--- config.mk ---
export PLATFORM = sky130hd
export DESIGN_NAME = sonic_irq_doorbell
export DESIGN_NICKNAME = d
export VERILOG_FILES = /design/src/rtl/sonic_irq_doorbell.sv
export SDC_FILE = /design/constraint.sdc
export NUM_CORES = 1
export LEC_CHECK = 0
export BUFFER_PORTS_ARGS = -buffer_cell sky130_fd_sc_hd__clkbuf_2
export CORE_MARGIN = 10
export CORE_UTILIZATION = 35
export DETAILED_ROUTE_END_ITERATION = 12
export PLACE_DENSITY = 0.58
export SKIP_LAST_GASP = 1
export SYNTH_ARGS = -nofsm -noshare
export SYNTH_HDL_FRONTEND = slang
export SYNTH_SLANG_ARGS = --single-unit
--- constraint.sdc ---
create_clock -name clk_in -period 7.2 [get_ports clk_in]
set_clock_uncertainty 0.15 [all_clocks]
set_input_delay 1.44 -clock clk_in [delete_from_list [all_inputs] [get_ports clk_in]]
set_output_delay 1.44 -clock clk_in [all_outputs]
set_load 0.05 [all_outputs]
--- src/rtl/sonic_irq_doorbell.sv ---
// Host doorbell receiver for the RX interrupt path: tracks ring occupancy from the
// host read pointer and DMA write pointer, and raises moderated one-at-a-time IRQs.
//
// state     | meaning
// ----------+-----------------------------------------------------------
// DISARMED  | host has not armed interrupts; no request issued
// ARMED     | waiting for ring occupancy to reach the threshold
// REQ       | irq_req held high until the generator acks
// HOLDOFF   | post-ack moderation gap, counting down before re-arming
module sonic_irq_doorbell #(
  parameter int USED_QWORDS_WIDTH = 16,
  parameter int HOLDOFF_WIDTH     = 16,
  parameter int DEF_HOLDOFF       = 256,
  parameter int DEF_THRESH        = 1
) (
  input  logic                         clk_in,
  input  logic                         reset,
  input  logic                         db_wrena,
  input  logic [7:0]                   db_addr,
  input  logic [31:0]                  db_wrdata,
  output logic [31:0]                  db_rddata,
  input  logic [USED_QWORDS_WIDTH-1:0] rx_ring_wptr,
  output logic [USED_QWORDS_WIDTH-1:0] rx_ring_rptr,
  output logic [USED_QWORDS_WIDTH-1:0] rx_used_qwords,
  output logic [USED_QWORDS_WIDTH-1:0] rx_free_qwords,
  output logic                         irq_req,
  input  logic                         irq_ack,
  output logic                         db_err
);

  localparam int W = USED_QWORDS_WIDTH;

  localparam logic [7:0] ADDR_RPTR      = 8'h00;
  localparam logic [7:0] ADDR_CTRL      = 8'h01;
  localparam logic [7:0] ADDR_THRESH    = 8'h02;
  localparam logic [7:0] ADDR_HOLDOFF   = 8'h03;
  localparam logic [7:0] ADDR_STATUS    = 8'h04;
  localparam logic [7:0] ADDR_USED      = 8'h05;
  localparam logic [7:0] ADDR_IRQ_COUNT = 8'h06;

  typedef enum logic [1:0] {
    ST_DISARMED = 2'd0,
    ST_ARMED    = 2'd1,
    ST_REQ      = 2'd2,
    ST_HOLDOFF  = 2'd3
  } state_t;

  state_t                   state_q;
  state_t                   state_d;

  logic [W-1:0]             rptr_q;
  logic [W-1:0]             used_q;
  logic [W-1:0]             free_q;
  logic                     err_q;
  logic                     arm_q;
  logic                     oneshot_q;
  logic [W-1:0]             thresh_q;
  logic [HOLDOFF_WIDTH-1:0] holdoff_q;
  logic [HOLDOFF_WIDTH-1:0] hold_cnt_q;
  logic [31:0]              irq_count_q;

  logic                     wr_rptr;
  logic                     wr_ctrl;
  logic                     wr_thresh;
  logic                     wr_holdoff;
  logic                     wr_status;
  logic [W-1:0]             new_rptr;
  logic [W-1:0]             adv;
  logic [W-1:0]             avail;
  logic                     overrun;
  logic                     ack_taken;
  logic [W-1:0]             thresh_eff;
  logic                     at_thresh;
  logic                     hold_done;
  logic                     unused_wrdata;

  // ---------------------------------------------------------------- decode
  assign wr_rptr    = db_wrena && (db_addr == ADDR_RPTR);
  assign wr_ctrl    = db_wrena && (db_addr == ADDR_CTRL);
  assign wr_thresh  = db_wrena && (db_addr == ADDR_THRESH);
  assign wr_holdoff = db_wrena && (db_addr == ADDR_HOLDOFF);
  assign wr_status  = db_wrena && (db_addr == ADDR_STATUS);

  assign unused_wrdata = ^db_wrdata;

  // A host write may consume at most what the DMA has produced so far.
  assign new_rptr = db_wrdata[W-1:0];
  assign adv      = new_rptr - rptr_q;
  assign avail    = rx_ring_wptr - rptr_q;
  assign overrun  = wr_rptr && (adv > avail);

  assign ack_taken  = (state_q == ST_REQ) && irq_ack;
  assign thresh_eff = (thresh_q == '0) ? W'(1) : thresh_q;
  assign at_thresh  = (used_q >= thresh_eff);
  assign hold_done  = (hold_cnt_q == '0);

  // ---------------------------------------------------------------- pointers
  always_ff @(posedge clk_in) begin
    if (reset) begin
      rptr_q <= '0;
      used_q <= '0;
      free_q <= '1;
    end else begin
      if (wr_rptr && !overrun) begin
        rptr_q <= new_rptr;
      end
      used_q <= rx_ring_wptr - rptr_q;
      free_q <= ~(rx_ring_wptr - rptr_q);
    end
  end

  // A fresh overrun wins over a same-cycle write-1-clear.
  always_ff @(posedge clk_in) begin
    if (reset) begin
      err_q <= 1'b0;
    end else if (overrun) begin
      err_q <= 1'b1;
    end else if (wr_status && db_wrdata[0]) begin
      err_q <= 1'b0;
    end
  end

  // ---------------------------------------------------------------- config regs
  always_ff @(posedge clk_in) begin
    if (reset) begin
      arm_q     <= 1'b0;
      oneshot_q <= 1'b0;
    end else begin
      if (wr_ctrl) begin
        arm_q     <= db_wrdata[0];
        oneshot_q <= db_wrdata[1];
      end
      if (ack_taken && oneshot_q) begin
        arm_q <= 1'b0;
      end
    end
  end

  always_ff @(posedge clk_in) begin
    if (reset) begin
      thresh_q  <= W'(DEF_THRESH);
      holdoff_q <= HOLDOFF_WIDTH'(DEF_HOLDOFF);
    end else begin
      if (wr_thresh) begin
        thresh_q <= db_wrdata[W-1:0];
      end
      if (wr_holdoff) begin
        holdoff_q <= db_wrdata[HOLDOFF_WIDTH-1:0];
      end
    end
  end

  // ---------------------------------------------------------------- holdoff timer
  always_ff @(posedge clk_in) begin
    if (reset) begin
      hold_cnt_q <= '0;
    end else if (ack_taken) begin
      hold_cnt_q <= holdoff_q;
    end else if ((state_q == ST_HOLDOFF) && !hold_done) begin
      hold_cnt_q <= hold_cnt_q - 1'b1;
    end
  end

  always_ff @(posedge clk_in) begin
    if (reset) begin
      irq_count_q <= '0;
    end else if (ack_taken) begin
      irq_count_q <= irq_count_q + 32'd1;
    end
  end

  // ---------------------------------------------------------------- FSM
  always_ff @(posedge clk_in) begin
    if (reset) begin
      state_q <= ST_DISARMED;
    end else begin
      state_q <= state_d;
    end
  end

  always_comb begin
    state_d = state_q;
    case (state_q)
      ST_DISARMED: begin
        if (arm_q) state_d = ST_ARMED;
      end
      ST_ARMED: begin
        if (!arm_q)         state_d = ST_DISARMED;
        else if (at_thresh) state_d = ST_REQ;
      end
      ST_REQ: begin
        if (irq_ack) state_d = ST_HOLDOFF;
      end
      ST_HOLDOFF: begin
        if (hold_done) state_d = arm_q ? ST_ARMED : ST_DISARMED;
      end
      default: state_d = ST_DISARMED;
    endcase
  end

  always_comb begin
    irq_req = 1'b0;
    if (state_q == ST_REQ) begin
      irq_req = 1'b1;
    end
  end

  // ---------------------------------------------------------------- readback
  always_ff @(posedge clk_in) begin
    if (reset) begin
      db_rddata <= '0;
    end else begin
      case (db_addr)
        ADDR_RPTR:      db_rddata <= 32'(rptr_q);
        ADDR_CTRL:      db_rddata <= {30'd0, oneshot_q, arm_q};
        ADDR_THRESH:    db_rddata <= 32'(thresh_q);
        ADDR_HOLDOFF:   db_rddata <= 32'(holdoff_q);
        ADDR_STATUS:    db_rddata <= {22'd0, state_q, 7'd0, err_q};
        ADDR_USED:      db_rddata <= 32'(used_q);
        ADDR_IRQ_COUNT: db_rddata <= irq_count_q;
        default:        db_rddata <= '0;
      endcase
    end
  end

  assign rx_ring_rptr   = rptr_q;
  assign rx_used_qwords = used_q;
  assign rx_free_qwords = free_q;
  assign db_err         = err_q;

endmodule

=== Word level (Yosys, flattened, before mapping) ===
Index checks and enable logic that the tools add are counted.
Widths: inputs -> output; s select.

* Logic and storage cells: 67
* Bits of input ports: 60
* Flip-flop bits (word level): 165
* Output and inout port bits: 82

* Mux-type cells: 14
* Add/sub/neg operators: 4
* $lt $le $gt $ge: 2
* Equal/unequal tests: 13
* Bitwise gates (word level): 1
* Reduce and logical (&&, ||, !) cells: 21

{| class="wikitable"
|+ Operators with widths
! operator !! count
|-
| $pmux 32 s7 || 1
|-
| $mux 16 || 3
|-
| $add 32x1->32 const B || 1
|-
| $logic_not 16->1 || 2
|-
| $sub 16x16->16 || 2
|-
| $eq 8x3->1 const B || 3
|-
| $eq 8x2->1 const B || 2
|-
| $ge 16x16->1 || 1
|-
| $gt 16x16->1 || 1
|-
| $not 16->16 || 1
|-
| $sub 16x1->16 const B || 1
|-
| $logic_and 1x1->1 || 11
|-
| $mux 2 || 5
|-
| $eq 8x1->1 const B || 1
|-
| $logic_not 8->1 || 1
|-
| $pmux 2 s4 || 1
|-
| $ne 2x2->1 const B || 3
|-
| $eq 2x2->1 const B || 2
|-
| $mux 1 || 4
|-
| $reduce_and 4->1 || 1
|-
| $reduce_bool 2->1 || 2
|-
| $ne 3x3->1 const B || 1
|-
| $eq 2x1->1 const B || 1
|-
| $logic_not 1->1 || 2
|-
| other kinds (2) || 2
|}

=== Depth between registers and ports, before layout ===
Gate-level depths: netlist of the first run.

* Depth after elaboration: 6
* Gate-level depth with buffers: 21
* Mapped depth without buffers: 20

=== Least setup slack after synthesis of the first run ===
OpenSTA, ideal clock, no wires.

* Kind: input to register
* Start point: input port rx_ring_wptr[0]
* End point: register rptr_q[0], in the netlist rx_ring_rptr[0]
* Data required time: 6978 ps
* Path slack: 1649 ps
* Library setup time: 72 ps
* Arrival time: 5329 ps
* Cell stages on the path: 21
* Path buffers: 1
* Cell sequence: inv_1 -> ha_1 -> inv_1 -> fa_1 -> a211o_1 -> a211oi_4 -> nor4_1 -> o31a_1 -> nor2_1 -> o21ai_0 -> xnor2_1 -> ha_1 -> nand4_1 -> nor4_1 -> a221oi_1 -> nand2_1 -> a41oi_1 -> o211ai_1 -> a21oi_4 -> buf_12 -> mux2i_1

* Cells in the longest elaborated chain, start to end: 5

{| class="wikitable"
|+ RTL lines
! element !! line !! RTL
|-
| from (decl) || 22 || <nowiki>input logic [USED_QWORDS_WIDTH-1:0] rx_ring_wptr,</nowiki>
|-
| $sub 16x16->16 || 89 || <nowiki>assign avail = rx_ring_wptr - rptr_q;</nowiki>
|-
| $gt 16x16->1 || 90 || <nowiki>assign overrun = wr_rptr && (adv > avail);</nowiki>
|-
| $logic_and 1x1->1 || 90 ||
|-
| $logic_not 1->1 || 104 || <nowiki>if (wr_rptr && !overrun) begin</nowiki>
|-
| $logic_and 1x1->1 || 104 ||
|-
| to (signal assigned) || 105 || <nowiki>rptr_q <= new_rptr;</nowiki>
|-
| to (decl) || 51 || <nowiki>logic [W-1:0] rptr_q;</nowiki>
|}

No other way between the ends.
A chain may end at the register's enable or synchronous reset.

=== Worst setup path after layout of the first run ===
* Start point: input port rx_ring_wptr[0]
* End point: register rptr_q[5], in the netlist rx_ring_rptr[5]

Same word-level chain as after synthesis.

==> flow_summary_export.csv, run 1 <==
group,metric,value,unit
clock_network,clockBufferDepth,2,
synth,ys_seq_area_frac,0.383,
sta,slew_viol_final,0,
critical_path,cp_slowest_cell,"nor4_1",
sta,fmax,172,MHz
finish,mostFrequentLayoutCells,"dfxtp_1, nand2_1, clkbuf_2",
synth,netlist_area,8620,um2
clock_network,insertion_delay,0.44,ns
clock_network,cts-root-buf,"clkbuf_16",
sta,finalSetupViolations,0,
hold_path,min_path_type,"register to register",
floorplanning,die_area,31300,um2
finish,final_core_util,0.419,
synth,postSynthCellCount,1016,
critical_path,worstPathArrival,6.04,ns
sta,rsz0062_at_grt,"false",
route,wl,24800,um
finish,syn2layout_area_growth,17.7,%
synth,synth_edf_count,0,
floorplanning,ios,142,
critical_path,slowest_delay,0.49,ns
grt,grt_remaining_overflow,0,
grt,grt_max_degree,95,
sta,fin_crit_sh,0.808,
clock_network,postCtsSetupRepairBufs,0,
clock_network,cts.sinks,165,
grt,antenna_found_initial,0,
sta,max_slew_margin,0.255,
sta,setup_tns,0,ns
clock_network,cts_tree,"done",
floorplanning,die_x,177,um
clock_network,clkTransAtPathRegs,0.08,ns
synth,ys_ff_latch,165,
synth,yosysWarnings,0,
critical_path,crit_start,"rx_ring_wptr[0]",
grt,grt_pass1_vias,7189,
placement,place.gp.congestion,0.881,
finish,fill_cells,2510,
hold_path,min_from,"oneshot_q$_SDFFE_PP0P_",
floorplanning,core_area,24200,um2
synth,syn_area_per_cell,8.49,um2
pwr,p_per_area,213,nW/um2
pwr,peakVddDrop,0.132,mV
floorplanning,rows,57,
finish,drive_above_1_share,0.175,
critical_path,rr_startpoint,"rx_ring_rptr[1]$_SDFFE_PP0P_",
pwr,p_leak,4.01,nW
placement,hpwl,19300,um
route,drt_iter0_markers,473,
finish,antenna_cells,0,
synth,synth.net_count,1140,
critical_path,cp-start-kind,"input pin",
synth,synth.distinct_cells,73,
critical_path,path_cells,"clkbuf_2, inv_1, ha_1, inv_1, fa_1, a211o_1, a211oi_4, nor4_1, o31a_1, nor2_1, o21ai_0, xnor2_1, ha_1, nand4_1, nor4_1, nand3_1, and3b_1, a211oi_2, a21oi_4, buf_4, mux2i_1",
clock_network,numCtsBuffers,17,
floorplanning,start_util,0.356,
finish,fin_cells,1465,
sta,min_period,5.82,ns
critical_path,required,7.42,ns
sta,worstMarginPinSlew,1.11,ns
route,routedWlPerCell,16.9,um
synth,ys.flop_type,"dfxtp_1",
clock_network,cts_hold_buffers,0,
flow_run,drv_cap,0,
route,drc,0,
grt,grt_pass1_wl,39200,um
sta,finalHoldViolCount,0,
critical_path,critPathKind,"input pin to register",
route,first_pass_iters,5,
finish,layout_commonest_cell,"dfxtp_1",
route,antenna_left,0,
outcome,status,"finished clean",
clock_network,cts_resized,0,
floorplanning,die_h,177,um
critical_path,crit_path_max_fanout,16,
grt,grt_usage,0.157,
sta,fin_ws,1.38,ns
synth,async_flop_share,0,
placement,portBuffers,125,
critical_path,endpoint_kind,"register",
route,via_per_inst,5.11,
pwr,total_power,0.00216,W
placement,place_ws,0.932,ns
clock_network,cts_max_level,4,
finish,final_nets,1252,
route,num_vias,7480,
placement,post-place-cells,1433,
[final timing paths]
path	endpoint	slack, ns	cells after the start
min reg2reg	arm_q$_SDFFE_PP0P_	0.33	1
min	arm_q$_SDFFE_PP0P_	0.33	1
max reg2reg	rx_ring_rptr[5]$_SDFFE_PP0P_	1.99	19
max	rx_ring_rptr[5]$_SDFFE_PP0P_	1.38	21
[cell families after synthesis]
logic type	Yosys count	synth area share
multiplexers	20	0.0236
adder cells (fa/ha/maj)	64	0.0946
XOR/XNOR	49	0.0498
flip-flops	165	0.383
buffers and inverters	96	0.0445
AND/OR/NAND/NOR	390	0.226
AO/OA/AOI/OAI	232	0.178
[report_power, final]
part | internal, W | total [W] | switching, W
logic | 0.0000935 | 0.000270 | 0.000177
clock network | 0.000511 | 0.000948 | 0.000437
registers | 0.000927 | 0.000940 | 0.0000129
total | 0.00153 | 0.00216 | 0.000626
[layout make-up]
cell class                 count  area, um2  share of cell area
inverter                      58        218              0.0215
clock buffer                  18        439              0.0433
sequential                   165       3300               0.325
clock inverter                14        174              0.0171
multi-input combinational    755       4940               0.486
timing repair buffer         131        673              0.0663
tap                          324        405              0.0399
[layer usage]
metal | vias up | track usage | wire length (um)
li1 | 3794 | - | -
met1 | 3464 | 0.199 | 11400
met2 | 185 | 0.254 | 11500
met3 | 37 | 0.0390 | 1350
met4 | 0 | 0.0543 | 602
met5 | - | 0 | 0
[through the flow]
stage | instance area, um2 | hold slack, ns
finish | 10100 | 0.326
global route | 10100 | 0.350
CTS | 10100 | 0.328
detailed placement | 9540 | 0.311
global placement | 9540 | 0.308
floorplan | 8620 | 0.283
[cells in the mapped netlist (6+ instances only)]
library cell	count	area (um2)
nand4_1	10	62.6
a21oi_1	79	395
a31oi_1	22	138
xnor2_1	21	184
mux2i_1	17	170
xor2_1	28	245
nor2_1	77	289
dfxtp_1	165	3300
a211oi_1	7	52.6
nor4_1	6	37.5
or3_1	16	100
or2_2	15	93.8
nor3_1	13	65.1
a22oi_1	28	210
nand3_1	27	135
nor2b_1	6	37.5
o21ai_0	30	150
and3_1	9	56.3
inv_1	58	218
clkbuf_1	31	116
o211ai_1	9	67.6
nand2b_1	23	144
ha_1	62	776
and2_1	18	113
or2b_1	20	150
nand2_1	128	480
a21o_1	12	90.1
[worst max-delay path, delay by kind of cell]
kind / cells / cell delay [ns]
AND/OR/NAND/NOR: 6 / 1.41
XOR/XNOR: 1 / 0.18
buffers and inverters: 4 / 0.52
adder cells (fa/ha/maj): 3 / 0.91
AO/OA/AOI/OAI: 6 / 1.36
multiplexers: 1 / 0.22
[flip-flops by register name (all words and copies together) (netlist names), named ones only]
| name | cells |
|---|---|
| arm_q | 1 |
| rx_ring_rptr | 16 |
| db_rddata | 32 |
| hold_cnt_q | 16 |
| irq_count_q | 32 |
| oneshot_q | 1 |
| db_err | 1 |
| holdoff_q | 16 |
| rx_free_qwords | 16 |
| thresh_q | 16 |
| rx_used_qwords | 16 |
| state_q | 1 |
Note: power is estimated with default switching activity, not from simulation.
==> run 2, diff against run 1 <==
Clock period 7.2 ns to 5.5 ns, I/O delays scaled along.
==> run 2 against run 1 <==
Compared with the run above: cell area increased by 1.5%; clock power increased by 35%; via count increased by 1.4%; critical path type unchanged; critical path depth increased by 1; worst hold slack got worse by 0.0024 ns; global-route usage increased by 0.13 points; routed wire length increased by 0.60%.
==> flow_summary_export.csv, run 2 (same netlist as run 1, synthesis figures left out) <==
group,metric,value,unit
critical_path,path_cells,"clkbuf_2, inv_1, ha_1, inv_1, fa_1, a211o_1, a211oi_4, nor4_1, o31a_1, nor2_1, o21ai_0, xnor2_1, ha_1, nand4_1, nor4_1, a221oi_1, nand2_1, a41oi_1, o211ai_1, a21oi_4, buf_12, mux2i_1",
clock_network,clkTransAtPathRegs,0.07,ns
floorplanning,ios,142,
flow_run,drv_cap,0,
floorplanning,die_area,31300,um2
clock_network,cts_max_level,4,
clock_network,postCtsSetupRepairBufs,0,
hold_path,min_path_type,"register to register",
finish,antenna_cells,0,
sta,finalHoldViolCount,0,
critical_path,cp-start-kind,"input pin",
sta,setup_tns,0,ns
clock_network,cts-root-buf,"clkbuf_16",
finish,mostFrequentLayoutCells,"dfxtp_1, nand2_1, clkbuf_2",
route,via_per_inst,5.12,
floorplanning,start_util,0.356,
clock_network,numCtsBuffers,17,
critical_path,r2r_cells,20,
route,drc,0,
pwr,p_leak,4.10,nW
route,antenna_left,0,
finish,final_core_util,0.425,
finish,regArea,3300,um2
finish,final_nets,1268,
finish,syn2layout_area_growth,19.4,%
finish,multi_input_area,4940,um2
finish,fin_cells,1481,
critical_path,crit_path_max_fanout,16,
route,wl,25000,um
sta,fin_crit_sh,0.927,
pwr,p_per_area,279,nW/um2
floorplanning,core_area,24200,um2
clock_network,cts_resized,0,
critical_path,required,5.72,ns
route,num_vias,7587,
critical_path,slowest_delay,0.38,ns
floorplanning,rows,57,
route,first_pass_iters,7,
pwr,peakVddDrop,0.174,mV
floorplanning,die_h,177,um
grt,grt_usage,0.158,
finish,reg.largest.list,"db_rddata (32), irq_count_q (32)",
grt,grt_max_degree,76,
sta,max_slew_margin,0.237,
placement,hpwl,19400,um
route,routedWlPerCell,16.9,um
grt,grt_pass1_wl,39500,um
placement,place.gp.congestion,0.884,
finish,drive_above_1_share,0.187,
clock_network,cts.sinks,165,
outcome,status,"finished clean",
hold_path,hold-path-cell-count,2,
grt,grt_remaining_overflow,0,
grt,antenna_found_initial,0,
route,drt_iter0_markers,510,
sta,rsz0062_at_grt,"false",
finish,fill_cells,2459,
sta,min_period,5.10,ns
clock_network,cts_tree,"done",
sta,worstMarginPinSlew,1.14,ns
sta,fmax,196,MHz
clock_network,clockBufferDepth,2,
critical_path,cp_slowest_cell,"fa_1",
finish,layout_commonest_cell,"dfxtp_1",
clock_network,cts_hold_buffers,0,
critical_path,endpoint_kind,"register",
sta,slew_viol_final,0,
clock_network,insertion_delay,0.44,ns
critical_path,critPathKind,"input pin to register",
floorplanning,die_x,177,um
placement,post-place-cells,1449,
placement,portBuffers,125,
grt,grt_pass1_vias,7318,
critical_path,worstPathArrival,5.32,ns
sta,finalSetupViolations,0,
[run 2: worst paths after layout]
kind	startpoint	to	slack, ns
max	rx_ring_wptr[0]	rx_ring_rptr[3]$_SDFFE_PP0P_	0.40
min	holdoff_q[7]$_SDFFE_PP0P_	holdoff_q[7]$_SDFFE_PP0P_	0.32
max reg2reg	rx_ring_rptr[0]$_SDFFE_PP0P_	rx_ring_rptr[3]$_SDFFE_PP0P_	0.69
min reg2reg	holdoff_q[7]$_SDFFE_PP0P_	holdoff_q[7]$_SDFFE_PP0P_	0.32
[run 2: layout make-up]
| cell class | instances | area share |
|---|---|---|
| Timing Repair Buffer | 147 | 0.0782 |
| Clock buffer | 20 | 0.0453 |
| Tap cell | 324 | 0.0394 |
| Inverter | 58 | 0.0211 |
| Multi-Input combinational cell | 755 | 0.479 |
| Sequential cell | 165 | 0.321 |
| Clock inverter | 12 | 0.0160 |
[run 2: per-layer routing]
metal / routed length [um] / global-route usage / part of all wire / up-vias
met5: 0 / 0 / 0 / -
met4: 503 / 0.0602 / 0.020 / 0
met3: 1310 / 0.0309 / 0.053 / 30
met2: 11800 / 0.264 / 0.47 / 212
met1: 11400 / 0.198 / 0.45 / 3536
li1: - / - / - / 3809
[run 2: where the power goes]
| part | internal (W) | switching [W] | total [W] |
|---|---|---|---|
| logic | 0.000133 | 0.000232 | 0.000365 |
| clock network | 0.000759 | 0.000520 | 0.00128 |
| registers | 0.00121 | 0.0000171 | 0.00123 |
[run 2: critical path, delay by kind of cell]
kind	cells	cell delay, ns
buf+inv	4	0.40
mux	1	0.21
simple gates	5	0.65
xor+xnor	1	0.26
fa+ha+maj	3	0.84
compound gates	8	1.85
[run 2: metrics by stage]
| step | total power (W) | worst slack (ns) | hold slack (ns) | area [um2] |
|---|---|---|---|---|
| 6_report | 0.00287 | 0.401 | 0.323 | 10300 |
| 5_1_grt | 0.00298 | 0.0308 | 0.341 | 10300 |
| 4_1_cts | 0.00290 | 0.348 | 0.323 | 10300 |
| 3_5_place_dp | 0.00162 | -0.104 | 0.313 | 9670 |
| 3_3_place_gp | 0.00162 | 0.0271 | 0.306 | 9670 |
| 2_1_floorplan | 0.00151 | 0.289 | 0.283 | 8620 |
==> run 3, diff against run 2 <==
Settings changed: ABC_AREA set to 1.
==> run 3 against run 2 <==
Compared with the run above: final cell count rose by 13%; first-iteration DRC count rose by 2.7%; synthesized cell count rose by 19%; non-clock buffer count fell by 14; maximum frequency rose by 5.8%; total power rose by 0.54%; combinational power rose by 5%.
==> flow_summary_export.csv, run 3 <==
group,metric,value,unit
route,drt_iter0_markers,524,
route,wl,27100,um
route,num_vias,8294,
synth,ys_seq_area_frac,0.371,
finish,final_nets,1451,
synth,yosys.area.top_type,"dfxtp_1",
finish,drive_above_1_share,0.143,
critical_path,required,5.69,ns
placement,portBuffers,125,
hold_path,hold_end,"irq_count_q[31]$_SDFFE_PP0P_",
grt,grt_pass1_wl,43500,um
sta,setup_tns,0,ns
grt,grt_remaining_overflow,0,
synth,syn_area_per_cell,7.35,um2
route,routedWlPerCell,16.2,um
synth,synth_edf_count,0,
synth,netlist_area,8900,um2
pwr,p_leak,4.51,nW
finish,fill_cells,2671,
synth,synth.most_common_cell,"inv_1",
floorplanning,die_area,32200,um2
synth,netlist_top_cells_count,"inv_1, nand2_1, dfxtp_1",
synth,synth.top_cell.area_share,0.371,
hold_path,min_from,"irq_count_q[31]$_SDFFE_PP0P_",
sta,worstMarginPinSlew,1.03,ns
sta,holdWs,0.317,ns
pwr,peakVddDrop,0.147,mV
grt,grt_usage,0.165,
floorplanning,ios,142,
clock_network,cts_hold_buffers,0,
placement,hpwl,21300,um
finish,layout_commonest_cell,"inv_1",
sta,min_period,4.82,ns
synth,async_flop_share,0,
route,drc,0,
floorplanning,start_util,0.354,
critical_path,rr_endpoint,"rx_ring_rptr[8]$_SDFFE_PP0P_",
floorplanning,rows,58,
finish,antenna_cells,0,
synth,synthTopCellsByArea,"dfxtp_1, ha_1, inv_1",
grt,grt.met3_usage,0.0285,
critical_path,rr_startpoint,"rx_ring_rptr[2]$_SDFFE_PP0P_",
route,via_per_inst,4.97,
grt,grt_max_degree,66,
finish,reg.largest.list,"db_rddata (32), irq_count_q (32)",
critical_path,path_cells,"clkbuf_2, ha_1, a21oi_1, o21ai_1, a21boi_0, o21ai_1, a21boi_0, o21ai_1, nand3_1, o21ai_0, xor2_1, ha_1, nand4_1, inv_1, nand3_1, inv_1, nand4_1, inv_1, nand4_1, nand2_2, nand3_1, nand2_1, nor2_1",
sta,rsz0062_at_grt,"false",
clock_network,insertion_delay,0.44,ns
synth,yosysWarnings,0,
grt,grt.busiest_layer,"met2",
critical_path,worstPathArrival,5.01,ns
pwr,p_per_area,276,nW/um2
clock_network,clkTransAtPathRegs,0.07,ns
synth,synth.net_count,1334,
critical_path,cp-start-kind,"input pin",
critical_path,cp_slowest_cell,"nand2_2",
sta,fin_ws,0.682,ns
hold_path,min_path_type,"register to register",
floorplanning,die_h,179,um
synth,ys.flop_type,"dfxtp_1",
floorplanning,die_x,179,um
synth,synth.distinct_cells,53,
sta,max_slew_margin,0.312,
sta,fmax,208,MHz
clock_network,cts.sinks,165,
flow_run,drv_cap,0,
hold_path,hold-path-cell-count,2,
critical_path,critPathKind,"input pin to register",
clock_network,clockBufferDepth,2,
clock_network,cts-root-buf,"clkbuf_16",
critical_path,crit_path_max_fanout,32,
critical_path,crit_start,"db_wrdata[2]",
sta,finalSetupViolations,0,
grt,grt_pass1_vias,8199,
grt,met2_usage,0.289,
clock_network,cts_tree,"done",
clock_network,postCtsSetupRepairBufs,0,
finish,mostFrequentLayoutCells,"inv_1, nand2_1, dfxtp_1",
floorplanning,core_area,25100,um2
clock_network,numCtsBuffers,17,
clock_network,cts_max_level,4,
critical_path,endpoint_kind,"register",
synth,postSynthCellCount,1210,
critical_path,setup.reg_to_reg.worst_slack,0.95,ns
synth,ys_ff_latch,165,
grt,grt_util_met1,0.200,
critical_path,r2r_cells,23,
placement,place.gp.congestion,0.924,
finish,syn2layout_area_growth,17.6,%
grt,antenna_found_initial,0,
sta,slew_viol_final,0,
route,antenna_left,0,
pwr,total_power,0.00289,W
sta,finalHoldViolCount,0,
placement,place_ws,0.201,ns
critical_path,slowest_delay,0.46,ns
outcome,status,"finished clean",
route,first_pass_iters,5,
sta,fin_crit_sh,0.876,
clock_network,cts_resized,0,
[run 3: cell count changes after synthesis, moves of 23 or more]
cell      previous run  this run
inv_1               58       194
nor2_1              77       130
nand2_1            128       175
a21oi_1             79       123
o21ai_0             30        60
a22oi_1             28         3
nand2b_1            23         0
[run 3: how the worst max path moves through the flow]
stage	slack, ns	depth (start not counted)	to
after global routing	0.21	23	rx_ring_rptr[5]$_SDFFE_PP0P_
after global placement	0.26	23	rx_ring_rptr[13]$_SDFFE_PP0P_
final	0.68	23	rx_ring_rptr[8]$_SDFFE_PP0P_
after floorplan	1.24	23	rx_ring_rptr[15]$_SDFFE_PP0P_
after CTS	0.66	23	rx_ring_rptr[8]$_SDFFE_PP0P_
after detailed placement	0.20	23	rx_ring_rptr[8]$_SDFFE_PP0P_
[run 3: critical path, delay by kind of cell]
kind            cells  cell delay [ns]
simple gates        9             1.30
buf+inv             4             0.36
fa+ha+maj           2             0.70
compound gates      7             1.39
xor+xnor            1             0.16
[run 3: layer usage]
layer / vias up / wire, um
met5: - / 0
met4: 0 / 454
met3: 30 / 1010
met2: 184 / 13300
met1: 3816 / 12400
li1: 4264 / -
[run 3: through the flow]
stage	utilization	cell area, um2	std cells
finish	0.417	10500	1670
global route	0.417	10500	1670
CTS	0.417	10500	1670
detailed placement	0.391	9830	1638
global placement	0.391	9830	1638
floorplan	-	8900	1210
[run 3: final cells by class]
| type | instances | area (um2) | share of cell area |
|---|---|---|---|
| Sequential cell | 165 | 3300 | 0.316 |
| Tap cell | 330 | 413 | 0.0395 |
| Clock inverter | 15 | 210 | 0.0201 |
| Timing Repair Buffer | 133 | 686 | 0.0655 |
| Multi-Input combinational cell | 809 | 4660 | 0.446 |
| Clock buffer | 17 | 425 | 0.0407 |
| Inverter | 201 | 759 | 0.0726 |
[run 3: where the power goes]
| part | leakage (nW) | switching, W | total (W) | internal [W] |
|---|---|---|---|---|
| registers | 1.34 | 0.0000165 | 0.00123 | 0.00121 |
| clock network | 0.306 | 0.000577 | 0.00128 | 0.000700 |
| logic | 2.87 | 0.000266 | 0.000382 | 0.000116 |
[run 3: cells by family (layout without fill, tap and decap cells)]
family          Yosys count  in the layout  synth area share
flops                   165            165             0.371
buf+inv                 236            366             0.104
fa+ha+maj                64             64            0.0917
simple gates            437            437             0.218
compound gates          266            266             0.173
xor+xnor                 42             42            0.0413
